==> src/rtl/rv64_pkg.sv <==
// Shared RV64 writeback definitions: datapath width, load funct3 codes,
// the hard-wired zero register and the arbiter grant encoding.
package rv64_pkg;

  localparam int XLEN = 64;

  localparam logic [2:0] F3_LB  = 3'b000;
  localparam logic [2:0] F3_LH  = 3'b001;
  localparam logic [2:0] F3_LW  = 3'b010;
  localparam logic [2:0] F3_LD  = 3'b011;
  localparam logic [2:0] F3_LBU = 3'b100;
  localparam logic [2:0] F3_LHU = 3'b101;
  localparam logic [2:0] F3_LWU = 3'b110;

  localparam logic [4:0] REG_X0 = 5'd0;

  // Which stream won the most recent transfer; drives round-robin on ties.
  typedef enum logic {
    GNT_ALU = 1'b0,
    GNT_MEM = 1'b1
  } grant_e;

endpackage

==> src/rtl/rv_load_align.sv <==
// Combinational load extraction: picks the addressed byte/half/word out of
// the raw doubleword, sign- or zero-extends it, and flags misaligned or
// illegal load types.
module rv_load_align
  import rv64_pkg::*;
(
  input  logic [XLEN-1:0] rdata_i,
  input  logic [2:0]      funct3_i,
  input  logic [2:0]      addr_lo_i,
  output logic [XLEN-1:0] data_o,
  output logic            err_o
);

  logic [XLEN-1:0] sh;
  logic [7:0]      b;
  logic [15:0]     h;
  logic [31:0]     w;

  // Shift the addressed byte down to bit 0; aligned accesses then just slice.
  always_comb begin
    sh = rdata_i >> {addr_lo_i, 3'b000};
    b  = sh[7:0];
    h  = sh[15:0];
    w  = sh[31:0];
  end

  // Select width/extension and detect misalignment per load type.
  always_comb begin
    data_o = '0;
    err_o  = 1'b0;
    case (funct3_i)
      F3_LB:  data_o = {{(XLEN-8){b[7]}}, b};
      F3_LBU: data_o = {{(XLEN-8){1'b0}}, b};
      F3_LH: begin
        data_o = {{(XLEN-16){h[15]}}, h};
        err_o  = addr_lo_i[0];
      end
      F3_LHU: begin
        data_o = {{(XLEN-16){1'b0}}, h};
        err_o  = addr_lo_i[0];
      end
      F3_LW: begin
        data_o = {{(XLEN-32){w[31]}}, w};
        err_o  = |addr_lo_i[1:0];
      end
      F3_LWU: begin
        data_o = {{(XLEN-32){1'b0}}, w};
        err_o  = |addr_lo_i[1:0];
      end
      F3_LD: begin
        data_o = rdata_i;
        err_o  = |addr_lo_i;
      end
      default: err_o = 1'b1;
    endcase
  end

endmodule

==> src/rtl/rf_writeback_unit.sv <==
// Register-file write side: round-robin arbitration between ALU results and
// loads, one registered write per cycle, x0 suppression, load error pulse
// and a saturating count of committed writes.
module rf_writeback_unit #(
  parameter int XLEN  = 64,
  parameter int CNT_W = 32
) (
  input  logic             clk,
  input  logic             reset,
  input  logic             alu_valid,
  output logic             alu_ready,
  input  logic [4:0]       alu_rd,
  input  logic [XLEN-1:0]  alu_data,
  input  logic             mem_valid,
  output logic             mem_ready,
  input  logic [4:0]       mem_rd,
  input  logic [XLEN-1:0]  mem_rdata,
  input  logic [2:0]       mem_funct3,
  input  logic [2:0]       mem_addr_lo,
  output logic             RegWrite,
  output logic [4:0]       RD,
  output logic [XLEN-1:0]  WriteData,
  output logic             load_err,
  output logic [CNT_W-1:0] wb_count
);
  import rv64_pkg::*;

  grant_e            grant_q, grant_d;
  logic              wr_q, wr_d;
  logic [4:0]        rd_q, rd_d;
  logic [XLEN-1:0]   data_q, data_d;
  logic              err_q, err_d;
  logic [CNT_W-1:0]  cnt_q, cnt_d;
  logic [XLEN-1:0]   ld_data;
  logic              ld_err;

  rv_load_align u_align (
    .rdata_i   (mem_rdata),
    .funct3_i  (mem_funct3),
    .addr_lo_i (mem_addr_lo),
    .data_o    (ld_data),
    .err_o     (ld_err)
  );

  // Arbiter: a lone requester wins; on a tie the one not granted last wins.
  always_comb begin
    alu_ready = alu_valid && (!mem_valid || (grant_q == GNT_MEM));
    mem_ready = mem_valid && (!alu_valid || (grant_q == GNT_ALU));
  end

  // Next-state for the write port; RD/WriteData hold when nothing is written.
  always_comb begin
    grant_d = grant_q;
    wr_d    = 1'b0;
    rd_d    = rd_q;
    data_d  = data_q;
    err_d   = 1'b0;
    if (alu_ready) begin
      grant_d = GNT_ALU;
      if (alu_rd != REG_X0) begin
        wr_d   = 1'b1;
        rd_d   = alu_rd;
        data_d = alu_data;
      end
    end else if (mem_ready) begin
      grant_d = GNT_MEM;
      if (ld_err) begin
        err_d = 1'b1;
      end else if (mem_rd != REG_X0) begin
        wr_d   = 1'b1;
        rd_d   = mem_rd;
        data_d = ld_data;
      end
    end
    cnt_d = (wr_d && (cnt_q != {CNT_W{1'b1}})) ? cnt_q + 1'b1 : cnt_q;
  end

  // Output register, grant history and counter; reset starts with MEM as last
  // grant so the first tie goes to the ALU.
  always_ff @(posedge clk or posedge reset) begin
    if (reset) begin
      grant_q <= GNT_MEM;
      wr_q    <= 1'b0;
      rd_q    <= '0;
      data_q  <= '0;
      err_q   <= 1'b0;
      cnt_q   <= '0;
    end else begin
      grant_q <= grant_d;
      wr_q    <= wr_d;
      rd_q    <= rd_d;
      data_q  <= data_d;
      err_q   <= err_d;
      cnt_q   <= cnt_d;
    end
  end

  assign RegWrite  = wr_q;
  assign RD        = rd_q;
  assign WriteData = data_q;
  assign load_err  = err_q;
  assign wb_count  = cnt_q;

endmodule

==> config.mk <==
export PLATFORM = sky130hd
export DESIGN_NAME = rf_writeback_unit
export DESIGN_NICKNAME = d
export VERILOG_FILES = /design/src/rtl/rv64_pkg.sv /design/src/rtl/rv_load_align.sv /design/src/rtl/rf_writeback_unit.sv
export SDC_FILE = /design/constraint.sdc
export NUM_CORES = 1
export LEC_CHECK = 0
export BUFFER_PORTS_ARGS = -buffer_cell sky130_fd_sc_hd__buf_2
export CAP_MARGIN = 20
export CORE_UTILIZATION = 50
export DETAILED_ROUTE_END_ITERATION = 12
export GPL_TIMING_DRIVEN = 0
export PLACE_DENSITY = 0.77
export SLEW_MARGIN = 40
export SYNTH_ARGS = -nofsm -noshare
export SYNTH_HDL_FRONTEND = slang
export SYNTH_SLANG_ARGS = --single-unit
==> constraint.sdc <==
create_clock -name clk -period 4.6 [get_ports clk]
set_input_delay 0.92 -clock clk [delete_from_list [all_inputs] [get_ports clk]]
set_output_delay 0.92 -clock clk [all_outputs]
set_load 0.1 [all_outputs]
* Word level (Yosys, flattened, before mapping)
Index checks and enable logic that the tools add are counted.
** Storage, ports and cells
- Word-level logic and storage cells :: 58
- Output and inout port bits :: 105
- Bits in registers :: 104
- Input port bits :: 148
** Cells by class
- Muxes and demuxes :: 22
- Reductions and logical operators :: 18
- $add $sub $neg :: 1
- Shift-type cells :: 1
- Bitwise logic cells :: 1
- Eq/ne operators :: 9
** Operators by type and width (number)
- case mux 64 bit (7 select lines) :: 1
- 2-to-1 mux 64 bit :: 5
- right shift 64 x 6 -> 32 bit :: 1
- adder 32 x 1 -> 32 bit, second input constant :: 1
- inequality test 32 bit, second input constant :: 1
- 2-to-1 mux 5 bit :: 5
- 2-to-1 mux 1 bit :: 10
- nonzero test 5 bit :: 2
- equality test 3 bit, second input constant :: 3
- OR reduction 2 bit :: 4
- equality test 3 x 2 -> 1 bit, second input constant :: 2
- case mux 1 bit (4 select lines) :: 1
- AND reduction 4 bit :: 1
- nonzero test 2 bit :: 2
- equality test 3 x 1 -> 1 bit, second input constant :: 1
- logical AND 1 bit :: 3
- logical NOT 3 bit :: 1
- OR reduction 3 bit :: 1
- logical NOT 1 bit :: 2
- logical OR 1 bit :: 2
- inequality test 2 x 1 -> 1 bit, second input constant :: 1
- inequality test 2 bit, second input constant :: 1
- inverter 1 bit :: 1

* Longest topological paths before layout
- Depth in word-level cells :: 7
- Depth in mapped cells :: 10
- Depth with buffers taken out :: 6

* By module
From an unflattened synthesis, not the netlist that was laid out.
** Unflattened totals
- Cells, all modules :: 864
- Area total of the unflattened synthesis :: 7280.7 sq um
** Modules (own cells, without submodules)
- rf_writeback_unit :: sequential area each 2603.7 sq um, instances 1, cells each 537, area an instance 4755.8 sq um
- rv_load_align :: sequential area each 0.0 sq um, instances 1, cells each 327, area an instance 2524.9 sq um

* Worst setup path before layout
Ideal clock, no wire load.
- Path type :: input to register
- From :: input port mem_valid
- To :: register cnt_q[3] (netlist: wb_count[3])
- Path slack :: 17 ps
- Library setup time :: 160 ps
- Buffers on the path :: 3
- Stages :: 9
- Arrival time :: 4423 ps
- Required time :: 4440 ps
- Cell sequence :: a21boi_0 -> o21ai_2 -> o22a_1 -> buf_6 -> inv_4 -> buf_6 -> buf_2 -> nand4_1 -> xnor2_1
** Between the ends
- Word-level cells in the longest chain between the ends :: 5
- Elaborated cells between the ends (all ways) :: 7
- Classes of those cells :: mux: 2; reduce/logical: 5
** Ends and longest elaborated chain
- start, declared :: line rf_writeback_unit.sv:14 : input logic mem_valid,
- logical NOT 1 bit :: line rf_writeback_unit.sv:47 : alu_ready = alu_valid && (!mem_valid || (grant_q == GNT_MEM));
- logical OR 1 bit :: line rf_writeback_unit.sv:47
- logical AND 1 bit :: line rf_writeback_unit.sv:47
- 2-to-1 mux 1 bit * :: line rf_writeback_unit.sv:58 : if (alu_ready) begin
- logical AND 1 bit * :: line rf_writeback_unit.sv:75 : cnt_d = (wr_d && (cnt_q != {CNT_W{1'b1}})) ? cnt_q + 1'b1 : cnt_q;
- end signal, assigned :: line rf_writeback_unit.sv:94 : cnt_q <= cnt_d;
- end, declared :: line rf_writeback_unit.sv:33 : logic [CNT_W-1:0] cnt_q, cnt_d;
Every way passes the cells marked *; elsewhere a longest branch is shown, timed or not.
A chain may end at the register's enable or synchronous reset.

* Final worst setup path
- From :: input port mem_valid
- To :: output port alu_ready
** Between the ends
- Word-level cells in the longest chain between the ends :: 3
** Ends and longest elaborated chain
- logical NOT 1 bit :: line rf_writeback_unit.sv:47
- logical OR 1 bit :: line rf_writeback_unit.sv:47
- logical AND 1 bit :: line rf_writeback_unit.sv:47
- end, declared :: line rf_writeback_unit.sv:11 : output logic alu_ready,
Every way passes these cells.

==> impl_metrics.tcl <==
set metrics [dict create \
    worst_setup_path_end_kind "primary output" \
    drt_first_pass_iters 5 \
    post-route-period-util 0.854 \
    critPathKind "in -> out" \
    worst_hold_startpoint "WriteData[14]" \
    rsz0062_at_grt "no" \
    cts_resized 0 \
    busiest_layer "met2" \
    tightestPinTransition_ps 794 \
    clockRootBuffer "clkbuf_16" \
    final_area_sq_mm 0.00915 \
    crit_fanout 10 \
    postCtsSetupRepairBufs 0 \
    slew_headroom 0.467 \
    core-area_sq_mm 0.0141 \
    period_needed_ps 3930 \
    dp_slack_ps 707 \
    drt_iter0_drc 778 \
    hold_path.class "reg -> reg" \
    max_freq_mhz 255 \
    vias_per_cell 6.49 \
    grtUsageMet3 0.0849 \
    dieArea_sq_mm 0.0151 \
    routed_wl_microns 26900 \
    cts_buffer_depth 2 \
    p_seq_frac 0.292 \
    r2r-start "grant_q" \
    ys.warnings.count 0 \
    syn_to_final_growth_pct 25.1 \
    grt_pass1_vias 7445 \
    fin_worst_skew_ps 9.00 \
    vdd_drop_max_v 0.000320 \
    route.detailed.drc 0 \
    crit_arrival_ps 3010 \
    synth_top_area_frac 0.352 \
    antenna_found_initial 2 \
    ys_async_sr_fraction 1.00 \
    ys_seq_area_frac 0.356 \
    combinationalPowerShare 0.505 \
    die_y_microns 123 \
    fin_hold_ws_ps 502 \
    track_usage 0.360 \
    layout_setup_ws_ps 671 \
    yosysTopAreaCell "dfrtp_1" \
    power.clock.fraction 0.203 \
    cts_tree "built" \
    path_clk_slew_ps 70 \
    startpoint "mem_valid" \
    total_leakage_power_nw 4.33 \
    drt-wirelength-per-cell_microns 22.1 \
    synth_flop_cell "dfrtp_1" \
    met1_usage 0.483 \
    final-setup-viol-count 0 \
    row_count 43 \
    num_vias 7902 \
    yosysUniqueCellTypes 56 \
    hold_buffers 0 \
    initial_utilization 0.519 \
    postRouteAntennaNets 0 \
    dp_hpwl_microns 20800 \
    max-cap-violations 0 \
    power_density_mw_per_mm2 442 \
    ys_top_cells_by_area "dfrtp_1, mux4_2, a221o_1, a211oi_1, mux2i_1" \
    p_int_mw 1.93 \
    place_inst 1200 \
    h-tree-depth 3 \
    grt_max_degree 61 \
    crit_required_ps 3680 \
    p_sw_mw 2.11 \
    port_buffers 249 \
    finalHoldViolCount 0 \
    netlist_instances 770 \
    report.final.slew_viol_count 0 \
    avgSynthCellArea_sq_um 9.50 \
    routabilityCongestion 0.981 \
    crit_path_start_kind "input port" \
    ios 253 \
    overflow 0 \
    clkSinkCount 104 \
    numCtsBuffers 9 \
    fin_nets 1180 \
    placed_cell_area_sq_mm 0.00882 \
    swShare 0.523 \
    syn-num-nets 919 \
    synth-edff-count 0 \
    finalNonFillerCells 1218 \
    clock_latency_ps 360 \
    drive_gt1_frac 0.339 \
    netlist_area_sq_mm 0.00732 \
    status "finished clean" \
    die_w_microns 123 \
    ys_seq_elements 104 \
    met2_usage 0.560 \
    grt_pass1_wl_microns 40700 \
]
## power groups by stage
stage | Clock, mW | Sequential [mW] | Combinational (mW)
floorplan | 0 | 2.27 | 0.506
global placement | 0 | 1.20 | 2.01
detailed placement | 0 | 1.19 | 2.02
CTS | 0.827 | 1.18 | 2.03
global route | 0.866 | 1.20 | 2.12
finish | 0.821 | 1.18 | 2.04
## logic make-up after synthesis
group           share of synthesized area
fa+ha+maj                         0.00171
flops                               0.356
xor+xnor                           0.0371
mux                                 0.120
compound gates                      0.232
simple gates                        0.195
buf+inv                            0.0592
## area by class of cell
class	instances	area [sq um]
Sequential cell	104	2600
Fill cell	1248	4950
Inverter	9	43.8
Timing Repair Buffer	250	1270
Multi-Input combinational cell	579	4290
Clock inverter	7	91.3
Tap cell	180	225
Buffer	78	397
Antenna cell	2	5.00
Clock buffer	9	225
## layer usage
| metal | share of wire | wire length [microns] |
|---|---|---|
| met5 | 0.00048 | 13 |
| met4 | 0.037 | 986 |
| met3 | 0.11 | 3020 |
| met2 | 0.45 | 12100 |
| met1 | 0.40 | 10800 |
## placed cells by master, fill, tap and decap left out, drive strengths merged, types with 9 or more instances in the layout
cell type | netlist | final
a211oi | 50 | 50
a21oi | 40 | 40
a221o | 39 | 39
a22oi | 10 | 10
and3 | 42 | 42
buf | 42 | 292
clkbuf | 36 | 45
dfrtp | 103 | 103
inv | 9 | 11
mux2 | 9 | 9
mux2i | 30 | 30
mux4 | 21 | 21
nand2 | 63 | 63
nand3 | 50 | 50
nand4 | 25 | 25
nor2 | 47 | 47
nor2b | 12 | 12
o21ai | 19 | 19
o22a | 16 | 16
xnor2 | 30 | 30
## worst max-delay path, stage by stage
cell and delay, ps:
buf_2 110, nand2b_1 130, nand2_2 150, inv_1 220, clkbuf_1 460, clkbuf_1 470, buf_2 530
## synth_stat cells, types with 2 or more instances
cell type and n:
nor4_2 2, nand2_2 2, nand4b_1 3, nor2_1 47
a22oi_1 10, a21oi_1 40, buf_4 2, mux2_2 9
buf_6 8, or3_1 2, nor4_1 2, o22a_1 16
a211oi_1 50, nand3_1 49, dfrtp_1 103, o221ai_1 8
clkbuf_1 36, a31oi_1 6, or4_1 2, and4_1 5
buf_2 29, a311oi_1 7, o21ai_0 17, and3_1 42
a32oi_1 7, mux2i_1 30, inv_1 8, xnor2_1 30
o32a_1 8, nand4_2 2, nor3_1 3, nand2_1 61
buf_1 3, and2_1 5, mux4_2 21, nand2b_1 4
nand4_1 23, nor2b_1 12, a221o_1 39
## path summary, 6_finish.rpt
check | to | slack, ps | cells past startpoint
max | alu_ready | 670 | 7
min | WriteData[14] | 500 | 1
max reg2reg | WriteData[16] | 2100 | 8
min reg2reg | WriteData[14] | 500 | 1
max in group asynchronous | grant_q | 3410 | 3
min in group asynchronous | wb_count[7] | 540 | 2
## through the flow
stage	power [mW]	utilization	TNS (ps)
detailed placement	3.22	0.626	0
finish	4.04	0.649	0
floorplan	2.78	-	0
global placement	3.20	0.623	-32720
CTS	4.03	0.648	0
global route	4.19	0.649	0
## sequential cells by signal, summed over array words and instances (netlist names)
signal     count
RD             5
wb_count      32
RegWrite       1
load_err       1
grant_q        1
WriteData     64
Power figures use the tool's default switching activity.
